[src/rtl/vector_alu_sequencer_pkg.sv]
// Package for the vector ALU sequencer.
// Holds the ALU opcode encoding (it matches the scalar alu's opCode pins) and the
// sequencer FSM state type. Imported by the interface and the top module.
package vec_alu_pkg;

    typedef enum logic [1:0] {
        OP_ADD = 2'd0,
        OP_MUL = 2'd1,
        OP_DIV = 2'd2,
        OP_SUB = 2'd3
    } alu_op_e;

    typedef enum logic [1:0] {
        S_IDLE  = 2'd0,
        S_ISSUE = 2'd1,
        S_DONE  = 2'd2
    } seq_state_e;

endpackage

[src/rtl/vector_alu_sequencer_if.sv]
// Decode-side interface of the vector ALU sequencer.
// Carries the vector-op request channel (in_*) and the result channel (res_*).
//   master : decode stage / result consumer (drives in_* and res_ready)
//   slave  : the sequencer (drives in_ready and res_valid/res_data/res_zero/res_divz)
// Vectors are packed, lane 0 in the LSBs, each lane WIDTH+1 bits.
interface vector_alu_sequencer_if #(
    parameter int WIDTH     = 7,
    parameter int NUM_LANES = 4
);
    logic                           in_valid;
    logic                           in_ready;
    logic [1:0]                     in_op;
    logic                           in_ci;
    logic [NUM_LANES-1:0]           in_mask;
    logic [NUM_LANES*(WIDTH+1)-1:0] in_a;
    logic [NUM_LANES*(WIDTH+1)-1:0] in_b;

    logic                           res_valid;
    logic                           res_ready;
    logic [NUM_LANES*(WIDTH+1)-1:0] res_data;
    logic                           res_zero;
    logic [NUM_LANES-1:0]           res_divz;

    modport master (
        output in_valid, in_op, in_ci, in_mask, in_a, in_b, res_ready,
        input  in_ready, res_valid, res_data, res_zero, res_divz
    );

    modport slave (
        input  in_valid, in_op, in_ci, in_mask, in_a, in_b, res_ready,
        output in_ready, res_valid, res_data, res_zero, res_divz
    );
endinterface

[src/rtl/vector_alu_sequencer.sv]
// Vector-op controller in front of the shared scalar alu.
// Accepts one packed NUM_LANES-element op per handshake, issues one lane per cycle
// to the alu, captures each lane result and returns the packed result vector with
// a folded zero flag and per-lane divide-by-zero flags.
// Ports:
//   clk, rst_n      : clock (rising edge), asynchronous active-low reset
//   bus (slave)     : in_valid/in_ready/in_op/in_ci/in_mask/in_a/in_b request,
//                     res_valid/res_ready/res_data/res_zero/res_divz result
//   alu_a/b/op/ci   : registered drive of the alu inputs (0 outside ISSUE)
//   alu_out/cero    : alu combinational result for the lane currently driven
module vector_alu_sequencer
    import vec_alu_pkg::*;
#(
    parameter int WIDTH     = 7,
    parameter int NUM_LANES = 4
) (
    input  logic                  clk,
    input  logic                  rst_n,
    vector_alu_sequencer_if.slave bus,
    output logic [WIDTH:0]        alu_a,
    output logic [WIDTH:0]        alu_b,
    output logic [1:0]            alu_op,
    output logic                  alu_ci,
    input  logic [WIDTH:0]        alu_out,
    input  logic                  alu_cero
);

    localparam int EW = WIDTH + 1;
    localparam int VW = NUM_LANES * EW;
    localparam int LW = (NUM_LANES > 1) ? $clog2(NUM_LANES) : 1;
    localparam logic [LW-1:0] LAST = LW'(NUM_LANES - 1);

    seq_state_e           state;
    logic [LW-1:0]        cnt;
    alu_op_e              op_q;
    logic                 ci_q;
    logic [NUM_LANES-1:0] mask_q;
    logic [VW-1:0]        a_q;
    logic [VW-1:0]        b_q;
    logic                 zero_acc;

    logic                 in_ready_q;
    logic                 res_valid_q;
    logic [VW-1:0]        res_data_q;
    logic                 res_zero_q;
    logic [NUM_LANES-1:0] res_divz_q;

    logic [LW-1:0]        nxt;
    logic [EW-1:0]        lane_b;
    logic                 lane_en;
    logic                 lane_divz;
    logic                 lane_live;
    logic                 zero_nxt;

    // Per-lane decisions for the lane currently on the alu pins.
    // A divide-by-zero lane is forced to 0 and kept out of the zero fold.
    always_comb begin
        nxt       = cnt + LW'(1);
        lane_b    = b_q[int'(cnt)*EW +: EW];
        lane_en   = mask_q[cnt];
        lane_divz = (op_q == OP_DIV) && lane_en && (lane_b == '0);
        lane_live = lane_en && !lane_divz;
        zero_nxt  = zero_acc & (!lane_live | alu_cero);
    end

    always_ff @(posedge clk or negedge rst_n) begin
        if (!rst_n) begin
            state       <= S_IDLE;
            cnt         <= '0;
            op_q        <= OP_ADD;
            ci_q        <= 1'b0;
            mask_q      <= '0;
            a_q         <= '0;
            b_q         <= '0;
            zero_acc    <= 1'b0;
            in_ready_q  <= 1'b1;
            res_valid_q <= 1'b0;
            res_data_q  <= '0;
            res_zero_q  <= 1'b0;
            res_divz_q  <= '0;
            alu_a       <= '0;
            alu_b       <= '0;
            alu_op      <= '0;
            alu_ci      <= 1'b0;
        end else begin
            case (state)
                S_IDLE: begin
                    if (bus.in_valid && in_ready_q) begin
                        op_q       <= alu_op_e'(bus.in_op);
                        ci_q       <= bus.in_ci;
                        mask_q     <= bus.in_mask;
                        a_q        <= bus.in_a;
                        b_q        <= bus.in_b;
                        cnt        <= '0;
                        zero_acc   <= 1'b1;
                        res_data_q <= '0;
                        res_zero_q <= 1'b0;
                        res_divz_q <= '0;
                        in_ready_q <= 1'b0;
                        // Preload lane 0 so the first ISSUE cycle already sees it.
                        alu_a      <= bus.in_a[EW-1:0];
                        alu_b      <= bus.in_b[EW-1:0];
                        alu_op     <= bus.in_op;
                        alu_ci     <= bus.in_ci;
                        state      <= S_ISSUE;
                    end
                end
                S_ISSUE: begin
                    res_data_q[int'(cnt)*EW +: EW] <= lane_live ? alu_out : '0;
                    res_divz_q[cnt]                <= lane_divz;
                    zero_acc                       <= zero_nxt;
                    if (cnt == LAST) begin
                        state       <= S_DONE;
                        res_valid_q <= 1'b1;
                        res_zero_q  <= zero_nxt;
                        // Park the alu at 0 so it never sees a stale DIV by 0.
                        alu_a       <= '0;
                        alu_b       <= '0;
                        alu_op      <= '0;
                        alu_ci      <= 1'b0;
                    end else begin
                        cnt    <= nxt;
                        alu_a  <= a_q[int'(nxt)*EW +: EW];
                        alu_b  <= b_q[int'(nxt)*EW +: EW];
                        alu_op <= op_q;
                        alu_ci <= ci_q;
                    end
                end
                S_DONE: begin
                    if (bus.res_ready) begin
                        res_valid_q <= 1'b0;
                        in_ready_q  <= 1'b1;
                        state       <= S_IDLE;
                    end
                end
                default: begin
                    state      <= S_IDLE;
                    in_ready_q <= 1'b1;
                end
            endcase
        end
    end

    assign bus.in_ready  = in_ready_q;
    assign bus.res_valid = res_valid_q;
    assign bus.res_data  = res_data_q;
    assign bus.res_zero  = res_zero_q;
    assign bus.res_divz  = res_divz_q;

endmodule

[src/flat_wrapper.sv]
// flat-port wrapper written by rule: the top's interface ports become plain ports
module vector_alu_sequencer_flat import vec_alu_pkg::*;
#(
    parameter int WIDTH     = 7,
    parameter int NUM_LANES = 4
)
  (clk, rst_n, alu_a, alu_b, alu_op, alu_ci, alu_out, alu_cero, bus_in_valid, bus_in_op, bus_in_ci, bus_in_mask, bus_in_a, bus_in_b, bus_res_ready, bus_in_ready, bus_res_valid, bus_res_data, bus_res_zero, bus_res_divz);
  vector_alu_sequencer_if #(.WIDTH(WIDTH), .NUM_LANES(NUM_LANES)) bus_i ();
  input  logic clk;
  input  logic rst_n;
  output logic [WIDTH:0] alu_a;
  output logic [WIDTH:0] alu_b;
  output logic [1:0] alu_op;
  output logic alu_ci;
  input  logic [WIDTH:0] alu_out;
  input  logic alu_cero;
  input wire logic [$bits(bus_i.in_valid)-1:0] bus_in_valid;
  input wire logic [$bits(bus_i.in_op)-1:0] bus_in_op;
  input wire logic [$bits(bus_i.in_ci)-1:0] bus_in_ci;
  input wire logic [$bits(bus_i.in_mask)-1:0] bus_in_mask;
  input wire logic [$bits(bus_i.in_a)-1:0] bus_in_a;
  input wire logic [$bits(bus_i.in_b)-1:0] bus_in_b;
  input wire logic [$bits(bus_i.res_ready)-1:0] bus_res_ready;
  output wire logic [$bits(bus_i.in_ready)-1:0] bus_in_ready;
  output wire logic [$bits(bus_i.res_valid)-1:0] bus_res_valid;
  output wire logic [$bits(bus_i.res_data)-1:0] bus_res_data;
  output wire logic [$bits(bus_i.res_zero)-1:0] bus_res_zero;
  output wire logic [$bits(bus_i.res_divz)-1:0] bus_res_divz;
  assign bus_i.in_valid = bus_in_valid;
  assign bus_i.in_op = bus_in_op;
  assign bus_i.in_ci = bus_in_ci;
  assign bus_i.in_mask = bus_in_mask;
  assign bus_i.in_a = bus_in_a;
  assign bus_i.in_b = bus_in_b;
  assign bus_i.res_ready = bus_res_ready;
  assign bus_in_ready = bus_i.in_ready;
  assign bus_res_valid = bus_i.res_valid;
  assign bus_res_data = bus_i.res_data;
  assign bus_res_zero = bus_i.res_zero;
  assign bus_res_divz = bus_i.res_divz;
  vector_alu_sequencer #(.WIDTH(WIDTH), .NUM_LANES(NUM_LANES)) u_core (.clk(clk), .rst_n(rst_n), .bus(bus_i), .alu_a(alu_a), .alu_b(alu_b), .alu_op(alu_op), .alu_ci(alu_ci), .alu_out(alu_out), .alu_cero(alu_cero));
endmodule
[config.mk]
export PLATFORM = sky130hd
export DESIGN_NAME = vector_alu_sequencer_flat
export DESIGN_NICKNAME = d
export VERILOG_FILES = /design/src/rtl/vector_alu_sequencer_pkg.sv /design/src/rtl/vector_alu_sequencer_if.sv /design/src/rtl/vector_alu_sequencer.sv /design/src/flat_wrapper.sv
export SDC_FILE = /design/constraint.sdc
export NUM_CORES = 1
export LEC_CHECK = 0
export BUFFER_PORTS_ARGS = -buffer_cell sky130_fd_sc_hd__buf_4
export CAP_MARGIN = 30
export CORE_UTILIZATION = 53
export CTS_BUF_LIST = sky130_fd_sc_hd__clkbuf_16
export DETAILED_ROUTE_END_ITERATION = 7
export PLACE_DENSITY = 0.79
export SLEW_MARGIN = 20
export SYNTH_ARGS = -nofsm -noshare
export SYNTH_HDL_FRONTEND = slang
export SYNTH_SLANG_ARGS = --single-unit
[constraint.sdc]
create_clock -name clk -period 3.25 [get_ports clk]
set_input_delay 0.975 -clock clk [delete_from_list [all_inputs] [get_ports clk]]
set_output_delay 0.975 -clock clk [all_outputs]
set_load 0.01 [all_outputs]
==> parameters.txt <==
Parameter                              Value

Outcome
  Outcome ... complete, no violations

Logic synthesis
  Avg Synthesized Cell Area ... around 10 um2
  Post-synthesis cell type with the largest combined area ... sky130_fd_sc_hd__dfrtp_1
  Number of different library cells in the post-synthesis netlist ... 37
  Post-synthesis instance area ... slightly below 6000 um2
  Flip-flop and latch count after synthesis ... approximately 130
  Synth Flop Type ... sky130_fd_sc_hd__dfrtp_1
  Number of flops mapped to enable cells by yosys ... 0
  Synth cell count leaders ... sky130_fd_sc_hd__nand2_1 (252), sky130_fd_sc_hd__dfrtp_1 (133), sky130_fd_sc_hd__a22o_1 (32), sky130_fd_sc_hd__buf_2 (25)
  Synth warn ... 0
  Cells taking the most area after synthesis ... sky130_fd_sc_hd__dfrtp_1 (57%), sky130_fd_sc_hd__nand2_1 (16%), sky130_fd_sc_hd__mux4_2 (6.2%)
  Number of instances in the synthesized netlist ... 561
  Portion of the post-synthesis area used by sequential elements ... about 58%
  Top-area cell type share of the netlist area ... ~57%
  Most numerous cell in the Yosys netlist ... sky130_fd_sc_hd__nand2_1
  Net count after synthesis ... around 650
  Share of flip-flops with an asynchronous set or reset after synthesis ... 100%

Pwr
  Switching part of the total power ... ~32%
  Comb pwr share ... 30.6%
  Internal power ... about 4.7 mW
  Worst supply voltage drop on vdd ... 417 uV
  Switching power total ... between 2 and 2.5 mW
  Total power after layout ... approximately 6.9 mW
  Part of the total power dissipated in the clock network ... between 20 and 30%
  Fraction of power consumed by sequential logic ... about two fifths
  Power per cell area ... 897 nW/um2
  Leakage power ... a little over 4 nW

Run
  Max-cap violations ... 0

Route
  Vias post-DR ... ~4900
  Count of unresolved DRC violations after routing ... 0
  Via-to-Cell Ratio ... 5.72
  Final antenna-violating net count ... 0
  Post-detailed-routing wire length ... between 15000 and 20000 um
  Avg WL per Cell ... 18.4 um
  Initial DRT Pass Iterations ... 5
  Detailed router's first-iteration violation count ... roughly 330

Timing
  Ratio of final minimum period to clock period ... 80.3%
  Unrepaired setup endpoints after global routing ... no
  Final hold violation count ... 0
  Setup tns final ... 0 ns
  Final min period ... about 2.6 ns
  Max Clock Skew ... approximately 0.0063 ns
  Final count of pins violating max slew ... 0
  Tightest Pin Transition ... 0.793 ns
  Max Fclk ... between 300 and 400 MHz
  Tightest slew margin relative to the limit ... between 40 and 50%
  Min setup slack post-route ... between 0.6 and 0.7 ns
  Number of setup violations in the final report ... 0

Finish
  Design Area, Final ... approximately 7700 um2
  Share of layout cells above drive strength 1 ... roughly 30%
  Area delta synth->final ... 32.2%
  Count of filler cells inserted in the layout ... between 700 and 800
  Diodes inserted ... 0
  Layout Utilization ... between 70% and 80%
  Final nets ... around 800

GRT
  Largest net degree at the start of global routing ... 62
  GR Overflow Total ... 0
  Number of antenna violations at the first check in global routing ... 0
  Wire length of the first global-routing pass ... about 25000 um
  Via count of the first global-routing pass ... about 5100
  Gr usage total ... between 20 and 30%

Setup path
  Worst EP arrival ... just under 3 ns
  CP max FO ... 16
  Worst Setup Path Type ... flop to flop
  Sort of element at the end of the critical path ... flop
  Crit start category ... flop
  Required time worst endpoint ... 3.54 ns

Floorplan
  Chip Height ... 107 um
  Die X ... between 100 and 150 um
  I/O pin cnt ... between 100 and 150
  Placeable core region ... about 10000 um2
  Initial cell density of the core ... 55.4%
  Die footprint ... about 11000 um2
  Floorplan row count ... 37

Place
  DP Worst Slack ... about 0.7 ns
  Cell area after placement ... 7020 um2
  Count of buffers inserted at the top-level ports ... ~140
  Final weighted congestion in routability-driven placement ... 0.928
  HPWL reported at the end of detailed placement ... about 10000 um

Clocking
  Total clock sinks ... 134
  CTS tree ... yes
  Post-CTS setup repair buffer count ... 0
  Number of instances resized during post-cts repair ... 0
  Htree depth ... 4
  TritonCTS buffer count ... 17
  Register clock-pin slew on the reported worst setup and hold paths ... approximately 0.050 ns
  Clock latency on the worst-skew pair ... 0.41 ns
  Hold-fix buffers, CTS ... 0
  Max Buffers Root-to-Sink ... 2
  Cell at the root of the clock tree ... sky130_fd_sc_hd__clkbuf_16

Worst hold path
  Type of the most critical hold path ... flop to flop
-- power by group through the flow --
stage / Clock (mW) / Combinational [mW] / Sequential [mW]
global route: 2.15 / 2.30 / 2.77
CTS: 2.07 / 2.12 / 2.70
floorplan: 0 / 1.31 / 2.63
finish: 2.05 / 2.10 / 2.72
global placement: 0 / 1.98 / 2.67
detailed placement: 0 / 2.06 / 2.70
-- layout by cell type (no fill, tap or decap), drive strengths merged, types with 6 or more instances in the layout --
cell type,n
inv,6
nor2,10
dfrtp,133
mux4,16
buf,156
mux2i,13
nand4,6
o21ai,17
nand2,252
a22oi,8
clkinv,9
a22o,32
clkbuf,17
-- final cells by class --
type                    instances  area [um2]  area share [%]
flip-flops and latches        134        3350            43.8
repair buffers                156        1200            15.6
clock buffers                  17         425            5.56
well taps                     136         170            2.22
multi-input cells             392        2280            29.8
clock inverters                15         210            2.75
inverters                       6        22.5           0.294
-- critical path: stages (launching register included) --
cell                      delay [ns]
sky130_fd_sc_hd__dfrtp_1        0.50
sky130_fd_sc_hd__inv_1          0.11
sky130_fd_sc_hd__ha_1           0.79
sky130_fd_sc_hd__buf_4          0.30
sky130_fd_sc_hd__mux4_2         0.50
sky130_fd_sc_hd__a22oi_1        0.18
sky130_fd_sc_hd__nand2_1        0.09
-- metal layers --
layer / wire [um] / vias up / GRT usage [%]
li1: - / 2177 / -
met5: 0 / - / 0
met2: 8210 / 259 / 50.6
met4: 549 / 0 / 15.4
met1: 5990 / 2414 / 35.8
met3: 1010 / 44 / 5.15
-- metrics by stage --
| stage | std cells | hold slack [ns] |
|---|---|---|
| 5_1_grt | 856 | 0.494 |
| 4_1_cts | 856 | 0.477 |
| 3_5_place_dp | 824 | 0.461 |
| 2_1_floorplan | 561 | 0.440 |
| 6_report | 856 | 0.478 |
| 3_3_place_gp | 824 | 0.454 |
-- kinds of logic after synthesis --
family / after synthesis / share of synthesized area, %
AO/OA/AOI/OAI: 64 / 8.14
adder cells (fa/ha/maj): 4 / 0.864
buffers and inverters: 35 / 3.00
flip-flops: 134 / 57.9
multiplexers: 30 / 8.66
AND/OR/NAND/NOR: 294 / 21.4
-- state kept, by name (all words and copies together), names as in the netlist, 2 cells and up --
signal,cells
u_core.mask_q,4
u_core.b_q,32
u_core.op_q,2
u_core.cnt,2
u_core.state,2
u_core.alu_b,8
u_core.bus.res_divz,4
u_core.bus.res_data,32
u_core.a_q,32
u_core.alu_op,2
u_core.alu_a,8
-- final timing paths --
path                                                        to  cells after the start                             from  slack [ns]
setup / recovery                   u_core.alu_b[5]$_DFFE_PN0P_                      6        u_core.cnt[1]$_DFFE_PN0P_        0.64
hold reg to reg                u_core.bus.in_ready$_DFFE_PN1P_                      2  u_core.bus.in_ready$_DFFE_PN1P_        0.48
hold / removal                 u_core.bus.in_ready$_DFFE_PN1P_                      2  u_core.bus.in_ready$_DFFE_PN1P_        0.48
min in group asynchronous          u_core.alu_a[0]$_DFFE_PN0P_                      1                            rst_n        0.59
setup reg to reg                   u_core.alu_b[5]$_DFFE_PN0P_                      6        u_core.cnt[1]$_DFFE_PN0P_        0.64
max in group asynchronous  u_core.bus.res_data[22]$_DFFE_PN0P_                      2                            rst_n        1.83
(Power assumes the default switching activity.)
